### src/rtl/booth_pkg.sv
// Shared definitions for the sequential radix-2 Booth multiplier:
// FSM states, Booth recode pairs and the operand extension rule.
package booth_pkg;

    typedef enum logic [1:0] {
        IDLE = 2'd0,
        RUN  = 2'd1,
        FIN  = 2'd2
    } state_t;

    // {Q[0], q_m1} pairs that trigger an add or subtract of M
    localparam logic [1:0] REC_ADD = 2'b01;
    localparam logic [1:0] REC_SUB = 2'b10;

    // Widen a width-bit operand by one bit so a single signed engine serves both modes.
    function automatic logic [32:0] ext_operand(input logic [31:0] v,
                                                input int unsigned width,
                                                input logic        sgn);
        logic [32:0] r;
        r = '0;
        for (int i = 0; i < 33; i++) begin
            if (i < int'(width))
                r[i] = v[i];
            else
                r[i] = sgn & v[width-1];
        end
        return r;
    endfunction

endpackage

### src/rtl/booth_step.sv
// One combinational radix-2 Booth step: conditional add/sub of M into A,
// then arithmetic right shift of {A, Q, q_m1}.
module booth_step
    import booth_pkg::*;
#(
    parameter int W1 = 9
) (
    input  logic signed [W1-1:0] a,
    input  logic        [W1-1:0] q,
    input  logic                 q_m1,
    input  logic signed [W1-1:0] m,
    output logic signed [W1-1:0] a_next,
    output logic        [W1-1:0] q_next,
    output logic                 q_m1_next
);

    logic signed [W1-1:0] sum;

    always_comb begin
        sum = a;
        case ({q[0], q_m1})
            REC_ADD: sum = a + m;
            REC_SUB: sum = a - m;
            default: sum = a;
        endcase
        a_next    = sum >>> 1;
        q_next    = {sum[0], q[W1-1:1]};
        q_m1_next = q[0];
    end

endmodule

### src/rtl/booth_mult_seq.sv
// Iterative radix-2 Booth multiplier, one step per clock, with a
// start/busy/done handshake and run-time signed/unsigned mode.
module booth_mult_seq
    import booth_pkg::*;
#(
    parameter int WIDTH = 8
) (
    input  logic               clk,
    input  logic               rst_n,
    input  logic               start,
    input  logic               signed_mode,
    input  logic [WIDTH-1:0]   M_in,
    input  logic [WIDTH-1:0]   Q_in,
    output logic               busy,
    output logic               done,
    output logic [2*WIDTH-1:0] P
);

    localparam int W1    = WIDTH + 1;
    localparam int CNT_W = $clog2(WIDTH + 2);

    state_t state, next_state;

    logic signed [W1-1:0] acc, acc_next;
    logic        [W1-1:0] mlr, mlr_next;
    logic                 mlr_m1, mlr_m1_next;
    logic signed [W1-1:0] mcand;
    logic        [CNT_W-1:0] cnt;

    logic signed [W1-1:0] m_ext;
    logic        [W1-1:0] q_ext;

    logic load, step, finish;

    assign m_ext = W1'(ext_operand(32'(M_in), WIDTH, signed_mode));
    assign q_ext = W1'(ext_operand(32'(Q_in), WIDTH, signed_mode));

    booth_step #(.W1(W1)) u_step (
        .a         (acc),
        .q         (mlr),
        .q_m1      (mlr_m1),
        .m         (mcand),
        .a_next    (acc_next),
        .q_next    (mlr_next),
        .q_m1_next (mlr_m1_next)
    );

    always_ff @(posedge clk or negedge rst_n) begin
        if (!rst_n)
            state <= IDLE;
        else
            state <= next_state;
    end

    // FIN accepts a new start just like IDLE so operations can run back to back
    always_comb begin
        next_state = state;
        load       = 1'b0;
        step       = 1'b0;
        finish     = 1'b0;
        case (state)
            IDLE: begin
                if (start) begin
                    load       = 1'b1;
                    next_state = RUN;
                end
            end
            RUN: begin
                step = 1'b1;
                if (cnt == CNT_W'(1))
                    next_state = FIN;
            end
            FIN: begin
                finish = 1'b1;
                if (start) begin
                    load       = 1'b1;
                    next_state = RUN;
                end else begin
                    next_state = IDLE;
                end
            end
            default: next_state = IDLE;
        endcase
    end

    assign busy = (state == RUN);

    always_ff @(posedge clk or negedge rst_n) begin
        if (!rst_n) begin
            acc    <= '0;
            mlr    <= '0;
            mlr_m1 <= 1'b0;
            mcand  <= '0;
            cnt    <= '0;
        end else if (load) begin
            acc    <= '0;
            mlr    <= q_ext;
            mlr_m1 <= 1'b0;
            mcand  <= m_ext;
            cnt    <= CNT_W'(W1);
        end else if (step) begin
            acc    <= acc_next;
            mlr    <= mlr_next;
            mlr_m1 <= mlr_m1_next;
            cnt    <= cnt - CNT_W'(1);
        end
    end

    // The two guard bits above 2*WIDTH only carry sign and are dropped
    always_ff @(posedge clk or negedge rst_n) begin
        if (!rst_n) begin
            P    <= '0;
            done <= 1'b0;
        end else begin
            done <= finish;
            if (finish)
                P <= (2*WIDTH)'({acc, mlr});
        end
    end

endmodule
### config.mk
export PLATFORM = sky130hd
export DESIGN_NAME = booth_mult_seq
export DESIGN_NICKNAME = d
export VERILOG_FILES = /design/src/rtl/booth_pkg.sv /design/src/rtl/booth_step.sv /design/src/rtl/booth_mult_seq.sv
export SDC_FILE = /design/constraint.sdc
export NUM_CORES = 1
export LEC_CHECK = 0
export BUFFER_PORTS_ARGS = -buffer_cell sky130_fd_sc_hd__buf_2
export CAP_MARGIN = 20
export CORE_MARGIN = 1.5
export CORE_UTILIZATION = 41
export DETAILED_ROUTE_END_ITERATION = 10
export SYNTH_ARGS = -nofsm -noshare
export SYNTH_HDL_FRONTEND = slang
export SYNTH_SLANG_ARGS = --single-unit
### constraint.sdc
create_clock -name clk -period 7.3 [get_ports clk]
set_input_delay 1.095 -clock clk [delete_from_list [all_inputs] [get_ports clk]]
set_output_delay 1.095 -clock clk [all_outputs]
set_load 0.02 [all_outputs]
==> results of run 1 <==
-- layer usage --
layer	vias up	routed length, um	GRT usage [%]
li1	970	-	-
met1	904	2490	22.8
met2	31	2180	27.6
met3	5	201	4.29
met4	0	66	5.59
met5	-	0	0
-- power by group through the flow --
| stage | clock network, mW | registers [mW] | logic [mW] |
|---|---|---|---|
| CTS | 0.199 | 0.505 | 0.969 |
| detailed placement | 0 | 0.512 | 0.964 |
| floorplan | 0 | 0.531 | 0.745 |
| global placement | 0 | 0.508 | 0.954 |
| finish | 0.193 | 0.504 | 0.960 |
| global route | 0.211 | 0.526 | 1.10 |
-- kinds of logic (layout without fill, tap and decap cells) --
kind of cell	count (synthesis)	after routing	share of synthesized area, %
xor+xnor	13	13	4.70
fa+ha+maj	13	13	6.60
compound gates	52	52	12.3
mux	17	17	7.27
simple gates	93	93	16.5
buf+inv	26	60	4.07
flops	50	50	48.5
-- final timing paths --
path,startpoint,to,slack (ns),cells after the start
max in group asynchronous,rst_n,P[9],6.00,2
min in group asynchronous,rst_n,cnt[0],0.87,2
hold reg to reg,P[10],P[10],0.48,2
setup / recovery,state[1],busy,4.26,3
setup reg to reg,mlr_m1,acc[7],4.65,10
hold / removal,P[10],P[10],0.48,2
-- worst max-delay path, stage by stage (launching register included) --
cell      delay, ns
dfrtp_1        0.38
nand2b_1       0.53
inv_2          0.49
buf_2          0.24
-- registers in the layout (all words and copies together) (netlist names) --
| register | count |
|---|---|
| P | 16 |
| acc | 8 |
| cnt | 4 |
| done | 1 |
| mcand | 9 |
| mlr | 9 |
| mlr_m1 | 1 |
| state | 2 |
-- area by class of cell --
| type | count | share of cell area [%] |
|---|---|---|
| flip-flops and latches | 50 | 42.7 |
| multi-input cells | 188 | 41.8 |
| clock buffers | 6 | 2.48 |
| inverters | 13 | 1.67 |
| well taps | 75 | 3.21 |
| repair buffers | 39 | 6.84 |
| clock inverters | 2 | 1.28 |
-- cells in the final DEF (no fill, tap or decap), types with 2 or more instances in the layout --
master    netlist  layout
a31oi_1         8       8
a22oi_1         2       2
o21a_1          3       3
dfrtp_1        50      50
mux2i_1         3       3
clkbuf_8        0       5
nor3b_1         4       4
inv_1          12      12
nand2_1        49      49
a21oi_1         9       9
o21ai_0        19      19
nor3_1          5       5
nor2_1         15      15
nand3_1         8       8
nand2b_1        4       4
nor2b_1         2       2
xnor2_1        11      11
buf_2           3      37
buf_4           1       2
ha_1           12      12
mux2_2         14      14
==> summary.md, run 1 <==
| Metric | Value |
|---|---|
| Status | completed |
| Clock Power Share | 11.7% |
| Worst setup EP type | output port |
| Post-CTS Setup Inserts | 0 |
| CTS tree | yes |
| GP Congestion | 0.870 |
| Sink Count | 50 |
| Die ar. | 6780 sq um |
| Synth area leaders | dfrtp_1 48%, nand2_1 7.1%, mux2_2 6.1%, ha_1 5.8%, xnor2_1 3.7% |
| Num CTS Buffers | 5 |
| Vias | 1,910 |
| Max VDD drop | 0.246 mV |
| Final Hold Fails | 0 |
| Gate power share | 57.9% |
| Utilization after layout | 48.9% |
| Initial antenna violation count | 0 |
| Final setup TNS | 0 ns |
| CTS resizes | 0 |
| Share of cells above drive strength 1 | 22.8% |
| WL/cell | 13.2 um |
| Post-route DRC | 0 |
| Placed wire-length estimate | 3460 um |
| Aggregate global routing overflow | 0 |
| Synth Net Count | 297 |
| Die W | 82.3 um |
| Cells after DPL | 365 |
| Fin nets | 330 |
| Top_reg_cell synth | dfrtp_1 |
| Flop pwr share | 30.4% |
| Type of origin of the critical path | flop |
| Post-layout min period | 3.04 ns |
| Skew final | 0.00733 ns |
| Avg Cell Area, Syn | 9.77 sq um |
| NetSw | 0.722 mW |
| Total wire length | 4940 um |
| I/O pin count | 38 |
| Relative slew slack | 41.5% |
| Synth cell count leaders | 50 x dfrtp_1, 49 x nand2_1, 19 x o21ai_0, 15 x nor2_1, 14 x mux2_2 |
| EDFF count, synth | 0 |
| Seq. cell area | 1250 sq um |
| H-tree depth | 2 |
| Leakage | 1.41 nW |
| Final period util | 41.6% |
| DRT iter0 DRCs | 103 |
| CORE AREA | 5990 sq um |
| Final Cell Area | 2930 sq um |
| Most common cell in the netlist | dfrtp_1 |
| Number of port buffers | 37 |
| FFs w/ async S/R, synth | 100% |
| Power Internal | 0.935 mW |
| Power Density | 566 nW/um^2 |
| RSZ-0062 raised after global routing | no |
| Die Y | 82.3 um |
| Max-slew violations | 0 |
| YS warnings | 0 |
| Post-place setup slack | 4.58 ns |
| CTS root buf | clkbuf_8 |
| Maximum buffer depth of the clock tree | 2 |
| Initial Utilization | 43.1% |
| Crit Path Class | reg -> out |
| Gr usage total | 17.2% |
| FMAX | 0.329 GHz |
| Finish-stage setup viols | 0 |
| Synth area leader | dfrtp_1 |
| Hold WC Path Type | reg -> reg |
| Layout fillers | 566 |
| Syn Std Cell Area | 2580 sq um |
| Area of the multi-input gates | 1220 sq um |
| Hold slack final | 0.481 ns |
| DP Area | 2820 sq um |
| Vias in the first global route | 1,908 |
| Netlist cell types | 42 |
| Non-Filler Instances | 373 |
| Largest net degree at the start of global routing | 51 |
| Critical Path Fanout Max | 23 |
| Synthesized flop and latch total | 50 |
| Instance count of the mapped netlist | 264 |
| First-pass GRT wire length | 8730 um |
| Register area share after synthesis | 48.5% |
| Antenna cell count | 0 |
| Via/cell ratio | 5.12 |
| Critical path data arrival time | 1.94 ns |
| Slew @ Worst Pin | 0.878 ns |
| Sw frac | 43.6% |
| Total power | 1.66 mW |
| Worst Path Required | 6.20 ns |
| Row cnt | 28 |
| Hold buffers post-CTS | 0 |
| Register clock-pin slew on the reported worst setup and hold paths | 0.09 ns |
| P&R area growth vs syn | 13.5% |
| Area share of the largest cell type after synthesis | 48.5% |
| Setup WS post-layout | 4.26 ns |
| Max-Cap Viols | 0 |
| Clk_lat worst skew | 0.30 ns |
| DR pass1 iterations | 4 |
| Post-route ant nets | 0 |
(Power assumes the default switching activity.)
==> inputs of run 2 (changes only) <==
Clock period 7.3 ns to 3.1 ns, I/O delays scaled along.
==> run 2 against run 1 <==
Net effect:
- clock-buffer cell count is 1 lower
- die area did not move
- design area is 0.43% lower
- clock power up 95%
- combinational power increased by 140%
- via count grew 0.94%
- register-to-register slack worse by 4.2 ns
- critical endpoint is now acc[7]
- non-clock buffer count is 2 higher
==> summary.md, run 2 (synthesis results as in run 1) <==
| Metric | Value |
|---|---|
| Status | completed |
| Fin nets | 332 |
| Non-Filler Instances | 374 |
| Cells after DPL | 367 |
| DP Area | 2830 sq um |
| Skew final | 0.00725 ns |
| Via/cell ratio | 5.16 |
| RSZ-0062 raised after global routing | no |
| Sw frac | 44.4% |
| Final setup TNS | 0 ns |
| Critical Path Fanout Max | 8 |
| CTS tree | yes |
| WL/cell | 13.3 um |
| Total wire length | 4960 um |
| DRT iter0 DRCs | 128 |
| Crit-path slowest cell | fa_1 |
| Number of port buffers | 37 |
| Leakage | 1.41 nW |
| Die ar. | 6780 sq um |
| Max-Cap Viols | 0 |
| CP Cell Sequence | inv_1 > ha_1 > mux2_2 > fa_1 > nor2b_4 > o31a_1 > o21ai_2 > xnor2_1 > o311ai_1 > o41ai_1 |
| Gate power share | 59.2% |
| Initial antenna violation count | 0 |
| Antenna cell count | 0 |
| Vias | 1,928 |
| Largest net degree at the start of global routing | 36 |
| H-tree depth | 2 |
| Worst setup EP type | flop |
| Flop pwr share | 31.0% |
| Register clock-pin slew on the reported worst setup and hold paths | 0.09 ns |
| Post-CTS Setup Inserts | 0 |
| Num CTS Buffers | 5 |
| Sink Count | 50 |
| Critical path data arrival time | 2.80 ns |
| Die W | 82.3 um |
| Final Cell Area | 2920 sq um |
| Post-route DRC | 0 |
| GP Congestion | 0.857 |
| Slew @ Worst Pin | 0.913 ns |
| CORE AREA | 5990 sq um |
| FMAX | 0.380 GHz |
| Finish-stage setup viols | 0 |
| Clock Power Share | 9.9% |
| Share of cells above drive strength 1 | 23.4% |
| Post-layout min period | 2.63 ns |
| Most frequent cells in the layout | 50 x dfrtp_1, 49 x nand2_1, 37 x buf_2 |
| Power Density | 1310 nW/um^2 |
| Clk_lat worst skew | 0.30 ns |
| Crit Path Class | reg -> reg |
| WP buf/inv | 1 |
| NetSw | 1.70 mW |
| Post-route ant nets | 0 |
| Relative slew slack | 39.1% |
| Hold slack final | 0.225 ns |
| Placed wire-length estimate | 3560 um |
| First-pass GRT wire length | 8710 um |
| Largest registers | P x16, mcand x9, mlr x9 |
| Power Internal | 2.13 mW |
| Gr usage total | 17.2% |
| Commonest non-fill, non-tap cell in the layout | dfrtp_1 |
| DR pass1 iterations | 4 |
| Max FFs per register | 16 |
| Aggregate global routing overflow | 0 |
| Max VDD drop | 0.454 mV |
| CTS resizes | 0 |
| Initial Utilization | 43.1% |
| Vias in the first global route | 1,796 |
| Final period util | 84.8% |
| P&R area growth vs syn | 13.0% |
| Maximum buffer depth of the clock tree | 2 |
| Worst Path Required | 3.27 ns |
| Max-slew violations | 0 |
| Worst path max stage delay | 0.46 ns |
| Type of origin of the critical path | flop |
| Row cnt | 28 |
| Hold buffers post-CTS | 0 |
| Final Hold Fails | 0 |
| I/O pin count | 38 |
| CP top delay family | adder cells |
| CTS root buf | clkbuf_8 |
| Hold WC Path Type | in -> async |
| Die Y | 82.3 um |
| Top reg by flops | P |
-- run 2: stage by stage --
stage	worst slack [ns]	utilization, %	power, mW
2_1_floorplan	0.546	-	3.00
3_3_place_gp	0.515	47.3	3.46
3_5_place_dp	0.473	47.3	3.49
4_1_cts	0.443	48.7	3.88
5_1_grt	0.262	48.7	4.26
6_report	0.470	48.7	3.82
-- run 2: final timing paths --
| kind | from | to | slack, ns | cells after the start |
|---|---|---|---|---|
| worst max-delay path | mlr_m1 | acc[7] | 0.47 | 10 |
| worst min-delay path | rst_n | cnt[2] | 0.23 | 1 |
| worst max register to register | mlr_m1 | acc[7] | 0.47 | 10 |
| worst min register to register | P[9] | P[9] | 0.48 | 2 |
| max in group asynchronous | rst_n | P[9] | 2.24 | 2 |
| min in group clk | M_in[6] | mcand[6] | 0.34 | 3 |
-- run 2: final cells by class --
| cell class | instances | area, sq um |
|---|---|---|
| Timing Repair Buffer | 41 | 215 |
| Inverter | 13 | 48.8 |
| Sequential cell | 50 | 1250 |
| Clock inverter | 2 | 13.8 |
| Clock buffer | 5 | 68.8 |
| Fill cell | 589 | 3080 |
| Tap cell | 75 | 93.8 |
| Multi-Input combinational cell | 188 | 1220 |
-- run 2: power by group through the flow --
| stage | logic [mW] | registers, mW | clock network (mW) |
|---|---|---|---|
| 6_report | 2.26 | 1.18 | 0.377 |
| 5_1_grt | 2.60 | 1.24 | 0.424 |
| 4_1_cts | 2.30 | 1.19 | 0.392 |
| 3_5_place_dp | 2.29 | 1.20 | 0 |
| 3_3_place_gp | 2.27 | 1.19 | 0 |
| 2_1_floorplan | 1.75 | 1.25 | 0 |
-- run 2: metal layers --
layer | GRT usage, % | share of wire (%) | vias to the layer above
li1 | - | - | 981
met1 | 24.7 | 51 | 904
met2 | 26.2 | 44 | 35
met3 | 3.30 | 3.7 | 8
met4 | 5.25 | 1.5 | 0
met5 | 0 | 0 | -
==> inputs of run 3 (changes only) <==
Clock period 3.1 ns to 2.3 ns, I/O delays scaled along.
==> run 3 against run 2 <==
Net effect:
- the run now ends with hold timing, setup timing left
- final cell count increased by 7.8%
- design area increased by 12%
- hold slack got worse by 0.23 ns
- clock skew increased by 0.0023 ns
- via count increased by 5.0%
- clock-buffer cell count increased by 1
- register-to-register slack got worse by 0.48 ns
- non-clock buffer count increased by 28
- fmax increased by 14%
- die area unchanged
- first-iteration DRC count decreased by 3.1%
- highest routed layer unchanged
- global-route usage increased by 0.32 points
==> summary.md, run 3 (synthesis results as in run 1) <==
| Metric | Value |
|---|---|
| Status | finished with violations |
| Failing checks | hold timing, setup timing |
| Finish-stage setup viols | 1 |
| Die ar. | 6780 sq um |
| Largest registers | P x16, mcand x9, mlr x9 |
| Skew final | 0.00951 ns |
| FMAX | 0.433 GHz |
| Placed wire-length estimate | 3740 um |
| Worst setup EP type | flop |
| Slew @ Worst Pin | 0.895 ns |
| Register clock-pin slew on the reported worst setup and hold paths | 0.10 ns |
| Max-Cap Viols | 0 |
| Hold WC Path Type | in -> async |
| Num CTS Buffers | 5 |
| Utilization after layout | 54.3% |
| Number of port buffers | 37 |
| CTS tree | yes |
| DR pass1 iterations | 5 |
| Relative slew slack | 40.4% |
| Largest net degree at the start of global routing | 51 |
| Max FFs per register | 16 |
| DP Area | 3000 sq um |
| Crit Path Class | reg -> reg |
| P&R area growth vs syn | 26.2% |
| Critical path data arrival time | 2.50 ns |
| CTS root buf | clkbuf_8 |
| Antenna cell count | 0 |
| Total wire length | 5360 um |
| Share of cells above drive strength 1 | 36.3% |
| Final setup TNS | -0.00780 ns |
| Setup WS post-layout | -0.00780 ns |
| Gr usage total | 17.5% |
| Aggregate global routing overflow | 0 |
| Most frequent cells in the layout | 50 x dfrtp_1, 49 x nand2_1, 37 x buf_2 |
| Post-layout min period | 2.31 ns |
| H-tree depth | 2 |
| GP Congestion | 0.835 |
| WL/cell | 13.3 um |
| Post-route ant nets | 0 |
| Row cnt | 28 |
| Critical Path Fanout Max | 3 |
| Vias in the first global route | 1,952 |
| DRT iter0 DRCs | 124 |
| Clk_lat worst skew | 0.31 ns |
| Initial Utilization | 43.1% |
| CORE AREA | 5990 sq um |
| Worst Path Required | 2.50 ns |
| Final Cell Area | 3260 sq um |
| Die Y | 82.3 um |
| Max-slew violations | 0 |
| Fin nets | 360 |
| Hold slack final | -0.00358 ns |
| Sink Count | 50 |
| RSZ-0062 raised after global routing | yes |
| First-pass GRT wire length | 8960 um |
| Post-route DRC | 0 |
| Hold buffers post-CTS | 0 |
| Vias | 2,025 |
| I/O pin count | 38 |
| Top reg by flops | P |
| Die W | 82.3 um |
| Initial antenna violation count | 0 |
| Maximum buffer depth of the clock tree | 2 |
| Via/cell ratio | 5.02 |
| Commonest non-fill, non-tap cell in the layout | dfrtp_1 |
| Type of origin of the critical path | flop |
| Final Hold Fails | 8 |
| Final period util | 100% |
run 3: cell types whose count changed in the layout (fill, tap and decap cells not counted), moves of 3 or more:
cell,delta
a31oi_2,+3
a21oi_1,-3
inv_1,-4
a21oi_2,+3
a31oi_1,-3
inv_2,+4
buf_4,+26
ha_1,-3
o21ai_0,-4
run 3: area by class of cell:
cell class	instances	area, sq um
fill	528	2740
multi-input combinational	188	1320
sequential	50	1250
timing repair buffer	69	442
tap	75	93.8
clock buffer	6	82.6
inverter	13	48.8
clock inverter	2	16.3
run 3: worst paths after layout:
kind                                from  endpoint  slack [ns]  depth (start not counted)
worst max-delay path            mcand[1]    acc[7]      -0.008                         10
worst min-delay path               rst_n    cnt[3]      -0.004                          2
worst max register to register  mcand[1]    acc[7]      -0.008                         10
worst min register to register     P[10]     P[10]        0.48                          2
max in group asynchronous          rst_n    acc[0]        2.07                          2
min in group clk                 M_in[5]  mcand[5]        0.22                          3
run 3: metal layers:
layer | routed length [um] | vias to the layer above | track usage, %
met2 | 2500 | 35 | 27.9
met5 | 0 | - | 0
met4 | 67 | 0 | 5.42
li1 | - | 1031 | -
met1 | 2580 | 953 | 23.7
met3 | 210 | 6 | 3.96
run 3: through the flow:
stage	hold WS (ns)	worst slack, ns	std cells
floorplan	0.0494	-0.0458	264
global placement	0.352	-0.0562	387
detailed placement	0.358	-0.124	387
CTS	0.00921	-0.0455	400
global route	0.0157	-0.0962	403
finish	-0.00358	-0.00780	403
run 3: critical path, stage by stage (launching register included):
cell      delay [ns]
dfrtp_1         0.42
inv_2           0.09
ha_4            0.19
mux2_4          0.28
fa_2            0.37
nor2b_4         0.12
o31a_1          0.18
o21ai_2         0.08
xnor2_1         0.13
o311ai_1        0.23
o41ai_1         0.11
run 3: timing repair:
action / in CTS / in global routing
gates cloned: 0 / 0
pin swaps: 7 / 8
gates resized for setup: 11 / 15
buffers inserted: 5 / 3
endpoints found under the setup margin: 4 / 5
Power of run 3 is left out: the tool's default activity adds up to more than one toggle a clock period on the data nets, which glitch-free logic cannot reach.
